===== config.mk =====
export PLATFORM = sky130hd
export DESIGN_NAME = serial_link_port_flat
export DESIGN_NICKNAME = d
export VERILOG_FILES = /design/src/rtl/serial_link_port_pkg.sv /design/src/rtl/serial_link_port_if.sv /design/src/rtl/serial_link_port_clkgen.sv /design/src/rtl/serial_link_port.sv /design/src/flat_wrapper.sv
export SDC_FILE = /design/constraint.sdc
export NUM_CORES = 1
export LEC_CHECK = 0
export BUFFER_PORTS_ARGS = -buffer_cell sky130_fd_sc_hd__buf_2
export CORE_ASPECT_RATIO = 1.25
export CORE_MARGIN = 2
export CORE_UTILIZATION = 46
export CTS_CLUSTER_DIAMETER = 60
export CTS_CLUSTER_SIZE = 24
export DETAILED_ROUTE_END_ITERATION = 10
export GPL_TIMING_DRIVEN = 1
export PLACE_DENSITY = 0.77
export SLEW_MARGIN = 20
export SYNTH_ARGS = -nofsm -noshare
export SYNTH_HDL_FRONTEND = slang
export SYNTH_SLANG_ARGS = --single-unit
export TNS_END_PERCENT = 100

===== constraint.sdc =====
create_clock -name clk -period 2.15 [get_ports clk]
set_input_delay 0.1075 -clock clk [delete_from_list [all_inputs] [get_ports clk]]
set_output_delay 0.1075 -clock clk [all_outputs]
set_load 0.02 [all_outputs]

===== src/rtl/serial_link_port_pkg.sv =====
// ------------------------------------------------------------------
// gb_serial_pkg : shared constants and state encoding for the serial port
// Revision: 1.0
// ------------------------------------------------------------------
`default_nettype none

package gb_serial_pkg;

  localparam int          CLK_DIV_DEF = 512;
  localparam logic [15:0] SB_ADDR_DEF = 16'hFF01;
  localparam logic [15:0] SC_ADDR_DEF = 16'hFF02;

  localparam int          SC_START    = 7;
  localparam int          SC_CLKSEL   = 0;
  localparam logic [7:0]  SC_RD_MASK  = 8'h7E;

  typedef enum logic [1:0] {
    ST_IDLE      = 2'd0,
    ST_SHIFT_INT = 2'd1,
    ST_SHIFT_EXT = 2'd2
  } serial_state_e;

  function automatic logic [7:0] sc_read_value(input logic start, input logic clksel);
    logic [7:0] v;
    v = SC_RD_MASK;
    v[SC_START]  = start;
    v[SC_CLKSEL] = clksel;
    return v;
  endfunction

endpackage

`default_nettype wire


===== src/rtl/serial_link_port_if.sv =====
// ------------------------------------------------------------------
// serial_link_port_if : CPU address/data/strobe bus seen by the serial port
// Revision: 1.0
// ------------------------------------------------------------------
`default_nettype none

interface serial_link_port_if;
  logic [15:0] addr_bus;
  logic [7:0]  data_in;
  logic        rd;
  logic        wr;
  logic [7:0]  data_out;
  logic        hit;

  modport master (
    output addr_bus, data_in, rd, wr,
    input  data_out, hit
  );

  modport slave (
    input  addr_bus, data_in, rd, wr,
    output data_out, hit
  );
endinterface

`default_nettype wire


===== src/rtl/serial_link_port_clkgen.sv =====
// ------------------------------------------------------------------
// serial_clkgen : internal serial clock divider plus external clock edge detect
// Revision: 1.0
// ------------------------------------------------------------------
`default_nettype none

module serial_clkgen
  import gb_serial_pkg::*;
#(
  parameter int CLK_DIV = CLK_DIV_DEF
) (
  input  wire logic          clk,
  input  wire logic          rst_n,
  input  wire serial_state_e i_state,
  input  wire logic          i_enable,
  input  wire logic          i_restart,
  input  wire logic          i_sclk_in,
  output logic               o_sclk_out,
  output logic               o_rise_pulse,
  output logic               o_fall_pulse
);

  localparam int            DW        = $clog2(CLK_DIV);
  localparam logic [DW-1:0] c_half_m1 = DW'(CLK_DIV / 2 - 1);
  localparam logic [DW-1:0] c_half    = DW'(CLK_DIV / 2);
  localparam logic [DW-1:0] c_last    = DW'(CLK_DIV - 1);

  logic [DW-1:0] r_div_cnt;
  logic [DW-1:0] w_div_inc;
  logic          r_sclk_out;
  logic [2:0]    r_sync;
  logic          w_ext_rise;
  logic          w_ext_fall;

  assign w_div_inc = (r_div_cnt == c_last) ? '0 : r_div_cnt + 1'b1;

  // r_sync[1:0] is the synchronizer; r_sync[2] is the history flop for edge detect
  assign w_ext_rise =  r_sync[1] & ~r_sync[2];
  assign w_ext_fall = ~r_sync[1] &  r_sync[2];

  always_ff @(posedge clk or negedge rst_n) begin
    if (!rst_n) begin
      r_div_cnt  <= '0;
      r_sclk_out <= 1'b1;
      r_sync     <= 3'b111;
    end else begin
      r_sync <= {r_sync[1:0], i_sclk_in};
      if (!i_enable) begin
        r_div_cnt  <= '0;
        r_sclk_out <= 1'b1;
      end else if (i_restart) begin
        r_div_cnt  <= '0;
        r_sclk_out <= 1'b0;
      end else begin
        r_div_cnt  <= w_div_inc;
        r_sclk_out <= (w_div_inc >= c_half);
      end
    end
  end

  always_comb begin
    o_rise_pulse = 1'b0;
    o_fall_pulse = 1'b0;
    case (i_state)
      ST_SHIFT_INT: begin
        o_rise_pulse = (r_div_cnt == c_half_m1);
        o_fall_pulse = (r_div_cnt == c_last);
      end
      ST_SHIFT_EXT: begin
        o_rise_pulse = w_ext_rise;
        o_fall_pulse = w_ext_fall;
      end
      default: ;
    endcase
  end

  assign o_sclk_out = r_sclk_out;

endmodule

`default_nettype wire


===== src/rtl/serial_link_port.sv =====
// ------------------------------------------------------------------
// serial_link_port : SB/SC mapped 8-bit MSB-first serial link with interrupt
// Revision: 1.0
// ------------------------------------------------------------------
`default_nettype none

module serial_link_port
  import gb_serial_pkg::*;
#(
  parameter int          CLK_DIV = CLK_DIV_DEF,
  parameter logic [15:0] SB_ADDR = SB_ADDR_DEF,
  parameter logic [15:0] SC_ADDR = SC_ADDR_DEF
) (
  input  wire logic         clk,
  input  wire logic         rst_n,
  serial_link_port_if.slave bus,
  output logic              sclk_out,
  output logic              sclk_oe,
  input  wire logic         sclk_in,
  output logic              sout,
  input  wire logic         sin,
  output logic              irq,
  input  wire logic         irq_ack
);

  serial_state_e w_state;

  logic [7:0] r_sb;
  logic       r_start;
  logic       r_clksel;
  logic [3:0] r_bit_cnt;
  logic       r_sout;
  logic       r_irq;

  logic       w_sel_sb, w_sel_sc, w_sb_wr, w_sc_wr;
  logic       w_rise, w_fall, w_drive, w_done;
  logic       w_begin, w_abort, w_restart;
  logic       w_next_start, w_next_clksel, w_int_next;
  logic [7:0] w_sb_next;

  always_comb begin
    w_state = ST_IDLE;
    if (r_start) w_state = r_clksel ? ST_SHIFT_INT : ST_SHIFT_EXT;
  end

  assign w_sel_sb = (bus.addr_bus == SB_ADDR);
  assign w_sel_sc = (bus.addr_bus == SC_ADDR);
  assign w_sb_wr  = bus.wr & w_sel_sb;
  assign w_sc_wr  = bus.wr & w_sel_sc;

  // Internal mode only drives on falls that sit between two samples
  assign w_drive = w_fall & ((w_state == ST_SHIFT_EXT) |
                             ((r_bit_cnt != 4'd0) && (r_bit_cnt < 4'd8)));
  assign w_done  = w_rise & (r_bit_cnt == 4'd7);

  assign w_sb_next = w_rise                ? {r_sb[6:0], sin} :
                     (w_sb_wr && !r_start) ? bus.data_in      : r_sb;

  // CPU write to SC overrides completion for start/clksel
  assign w_next_start  = w_sc_wr ? bus.data_in[SC_START]  : (w_done ? 1'b0 : r_start);
  assign w_next_clksel = w_sc_wr ? bus.data_in[SC_CLKSEL] : r_clksel;
  assign w_int_next    = w_next_start & w_next_clksel;

  assign w_begin   = w_sc_wr & bus.data_in[SC_START] & (~r_start | w_done);
  assign w_abort   = w_sc_wr & ~bus.data_in[SC_START] & r_start;
  assign w_restart = w_begin |
                     (w_sc_wr & r_start & bus.data_in[SC_START] &
                      (bus.data_in[SC_CLKSEL] != r_clksel));

  always_ff @(posedge clk or negedge rst_n) begin
    if (!rst_n) begin
      r_sb      <= 8'h00;
      r_start   <= 1'b0;
      r_clksel  <= 1'b0;
      r_bit_cnt <= 4'd0;
      r_sout    <= 1'b1;
      r_irq     <= 1'b0;
    end else begin
      r_sb     <= w_sb_next;
      r_start  <= w_next_start;
      r_clksel <= w_next_clksel;

      if (w_begin || w_abort || w_done) r_bit_cnt <= 4'd0;
      else if (w_rise)                  r_bit_cnt <= r_bit_cnt + 4'd1;

      if (w_begin)      r_sout <= w_sb_next[7];
      else if (w_drive) r_sout <= r_sb[7];

      if (w_done)       r_irq <= 1'b1;
      else if (irq_ack) r_irq <= 1'b0;
    end
  end

  serial_clkgen #(
    .CLK_DIV (CLK_DIV)
  ) u_clkgen (
    .clk          (clk),
    .rst_n        (rst_n),
    .i_state      (w_state),
    .i_enable     (w_int_next),
    .i_restart    (w_restart),
    .i_sclk_in    (sclk_in),
    .o_sclk_out   (sclk_out),
    .o_rise_pulse (w_rise),
    .o_fall_pulse (w_fall)
  );

  assign bus.hit      = bus.rd & (w_sel_sb | w_sel_sc);
  assign bus.data_out = !bus.hit ? 8'hFF :
                        w_sel_sb ? r_sb  : sc_read_value(r_start, r_clksel);

  assign sclk_oe = r_clksel;
  assign sout    = r_sout;
  assign irq     = r_irq;

endmodule

`default_nettype wire


===== src/flat_wrapper.sv =====
// flat-port wrapper written by rule: the top's interface ports become plain ports
module serial_link_port_flat import gb_serial_pkg::*;
#(
  parameter int          CLK_DIV = CLK_DIV_DEF,
  parameter logic [15:0] SB_ADDR = SB_ADDR_DEF,
  parameter logic [15:0] SC_ADDR = SC_ADDR_DEF
)
  (clk, rst_n, sclk_out, sclk_oe, sclk_in, sout, sin, irq, irq_ack, bus_addr_bus, bus_data_in, bus_rd, bus_wr, bus_data_out, bus_hit);
  serial_link_port_if bus_i ();
  input  wire logic clk;
  input  wire logic rst_n;
  output logic sclk_out;
  output logic sclk_oe;
  input  wire logic sclk_in;
  output logic sout;
  input  wire logic sin;
  output logic irq;
  input  wire logic irq_ack;
  input wire logic [$bits(bus_i.addr_bus)-1:0] bus_addr_bus;
  input wire logic [$bits(bus_i.data_in)-1:0] bus_data_in;
  input wire logic [$bits(bus_i.rd)-1:0] bus_rd;
  input wire logic [$bits(bus_i.wr)-1:0] bus_wr;
  output wire logic [$bits(bus_i.data_out)-1:0] bus_data_out;
  output wire logic [$bits(bus_i.hit)-1:0] bus_hit;
  assign bus_i.addr_bus = bus_addr_bus;
  assign bus_i.data_in = bus_data_in;
  assign bus_i.rd = bus_rd;
  assign bus_i.wr = bus_wr;
  assign bus_data_out = bus_i.data_out;
  assign bus_hit = bus_i.hit;
  serial_link_port #(.CLK_DIV(CLK_DIV), .SB_ADDR(SB_ADDR), .SC_ADDR(SC_ADDR)) u_core (.clk(clk), .rst_n(rst_n), .bus(bus_i), .sclk_out(sclk_out), .sclk_oe(sclk_oe), .sclk_in(sclk_in), .sout(sout), .sin(sin), .irq(irq), .irq_ack(irq_ack));
endmodule

==> impl_metrics.toml <==
[grt]
grt_pass1_vias = 1323
met2_usage_pct = 32.9
grt_antenna_before_repair = 0
grt.busiest_layer = "met2"
grt_pass1_wl_mm = 5.64
met1_usage_pct = 20.4
grt_use_total_pct = 18.4
grt_max_degree = 30
overflow = 0
grt_use_met3_pct = 4.32

[worst_setup_path]
worstPathMaxFanout = 4
arrival_ps = 2290
setup.worst_path.start_class = "register"
worstSetupPathType = "register to register"
endpoint_kind = "register"
crit_required_ps = 2360

[yosys]
synth_area_leaders = "dfrtp_1 39%, dfstp_2 8.4%, nand2_1 4.6%"
ys_seq_elements = 29
syn_nets = 196
syn_area_um2 = 1560
syn_area_per_cell_um2 = 9.74
yosysTopAreaCell = "dfrtp_1"
synthCells = 160
async_flop_share_pct = 100
synth_warnings = 0
synth_edf_count = 0
synthFlopType = "dfrtp_1"
synth.distinct_cells = 41
synth_top_area_share_pct = 38.6
synth_seq_area_share_pct = 47.0

[routing]
viasPerCell = 5.26
wl_per_cell_um = 13.5
drt_iter0_markers = 30
detail-route-antenna-nets = 0
drt_pass1_iterations = 5
drc = 0
wl_mm = 3.43
dr_total_vias = 1341

[clocking]
cts_sinks = 29
cts_buffers = 5
cts.clk_slew.worst_paths_ps = 60
cts_tree = "yes"
cts_buffer_depth = 2
clockRootBuffer = "clkbuf_8"
htree_levels = 2
insertion_delay_ps = 280

[job]
maxCapViolations = 0

[floorplanning]
dieHeight_um = 69.1
io_pins = 44
start_util_pct = 48.3
die-area_um2 = 3870
fp.coreArea_um2 = 3220
num_rows = 23
die_w_um = 56.1

[sta]
setup_slack_ps = 65.3
hold_viol = 0
fmax_ghz = 0.480
layout_min_cycle_time_ps = 2080
post-route-period-util_pct = 97.0
skew_ps = 3.79
final_max_slew_viol_count = 0
setup_viol = 0
slew_headroom_pct = 57.4
worstMarginPinSlew_ps = 639

[final_layout]
nets = 253
fin_area_um2 = 2000
syn2layout_area_growth_pct = 28.7
layout-drive-gt1-share_pct = 35.8
most-common-layout-cells = "43 x buf_2, 24 x dfrtp_1, 19 x nand2_1"
num_antenna_cells = 0
final_common_cell = "buf_2"
fin_cells = 255
fillCellCount = 283

[pwr]
leakage_nw = 0.931
cellPowerDensity_nw_per_um2 = 800
finalPower_mw = 1.60
peakVddDrop_uv = 521

[place]
dp.cells = 242
dp_hpwl_mm = 2.54
placed_cell_area_um2 = 1850
place_ws_ps = 17.3
gp_congestion = 0.790
portBuffers = 43

[worst_hold_path]
hold_class = "primary input to register"

[outcome]
status = "finished clean"
==> stage by stage <==
stage / hold WS [ps] / utilization [%] / setup TNS [ps]
finish: 11.5 / 62.2 / 0
detailed placement: 163 / 57.4 / 0
global placement: 163 / 57.4 / 0
CTS: 9.05 / 60.8 / 0
global route: 3.42 / 62.2 / -36.5
floorplan: -188 / - / 0
==> logic make-up after synthesis <==
kind of cell / count (synthesis) / synth area share (%)
mux: 6 / 4.10
fa+ha+maj: 5 / 4.02
simple gates: 78 / 27.4
flops: 29 / 47.0
buf+inv: 11 / 2.81
xor+xnor: 8 / 4.50
compound gates: 23 / 10.2
==> worst max-delay path, cell delays in order, from the launching register on <==
cell     delay, ps
dfrtp_1        430
ha_4           190
nand3_1        110
nor2_2          60
ha_1           190
and2_4         170
o21a_4         230
a221o_1        360
mux2_2         260
==> power by group <==
group	switching (mW)	leakage, nW	internal, mW
Combinational	0.175	0.525	0.201
Clock	0.190	0.0395	0.229
Sequential	0.126	0.366	0.682
==> worst paths after layout <==
path | startpoint | end | slack (ps) | depth (start not counted)
hold / removal | irq_ack | u_core.irq | 10 | 2
hold reg to reg | u_core.u_clkgen.r_sync[0] | u_core.u_clkgen.r_sync[1] | 350 | 0
setup / recovery | u_core.u_clkgen.r_div_cnt[1] | u_core.sout | 70 | 8
max in group asynchronous | rst_n | u_core.u_clkgen.r_div_cnt[7] | 1350 | 2
min in group asynchronous | rst_n | u_core.r_sb[6] | 390 | 2
setup reg to reg | u_core.u_clkgen.r_div_cnt[1] | u_core.sout | 70 | 8
==> routing by layer <==
layer | vias to the layer above | share of wire [%]
li1 | 674 | -
met1 | 635 | 40
met2 | 29 | 55
met3 | 3 | 4.2
met4 | 0 | 0.99
met5 | - | 0
==> Yosys cell counts (4+ instances only) <==
master / instances
dfrtp_1: 24
nand2_1: 19
nor2_1: 17
nand2b_1: 9
nand3_1: 8
inv_1: 7
xor2_1: 6
dfstp_2: 5
ha_1: 5
o21ai_0: 5
a22oi_1: 4
nand4_1: 4
==> state kept, by name, indices dropped and copies added, names as in the netlist <==
signal	flops
u_core.irq	1
u_core.u_clkgen.r_sync	3
u_core.sclk_oe	1
u_core.u_clkgen.r_div_cnt	9
u_core.u_clkgen.o_sclk_out	1
u_core.r_bit_cnt	4
u_core.r_sb	8
u_core.r_start	1
u_core.sout	1
==> what timing repair did <==
| action | CTS | global route |
|---|---|---|
| hold buffers | 2 | 0 |
| setup buffers | 1 | 2 |
| endpoints found under the hold margin | 25 | 0 |
| resized for setup | 1 | 6 |
| pin swaps | 0 | 1 |
| setup endpoints to repair | 1 | 8 |
==> final cells by class <==
cell class / count / area, um^2 / share of cell area (%)
multi-input cells: 120 / 817 / 40.8
well taps: 37 / 46.3 / 2.31
clock buffers: 8 / 80.1 / 4.00
inverters: 7 / 26.3 / 1.31
repair buffers: 54 / 303 / 15.1
flip-flops and latches: 29 / 732 / 36.5
(Power assumes the default switching activity.)
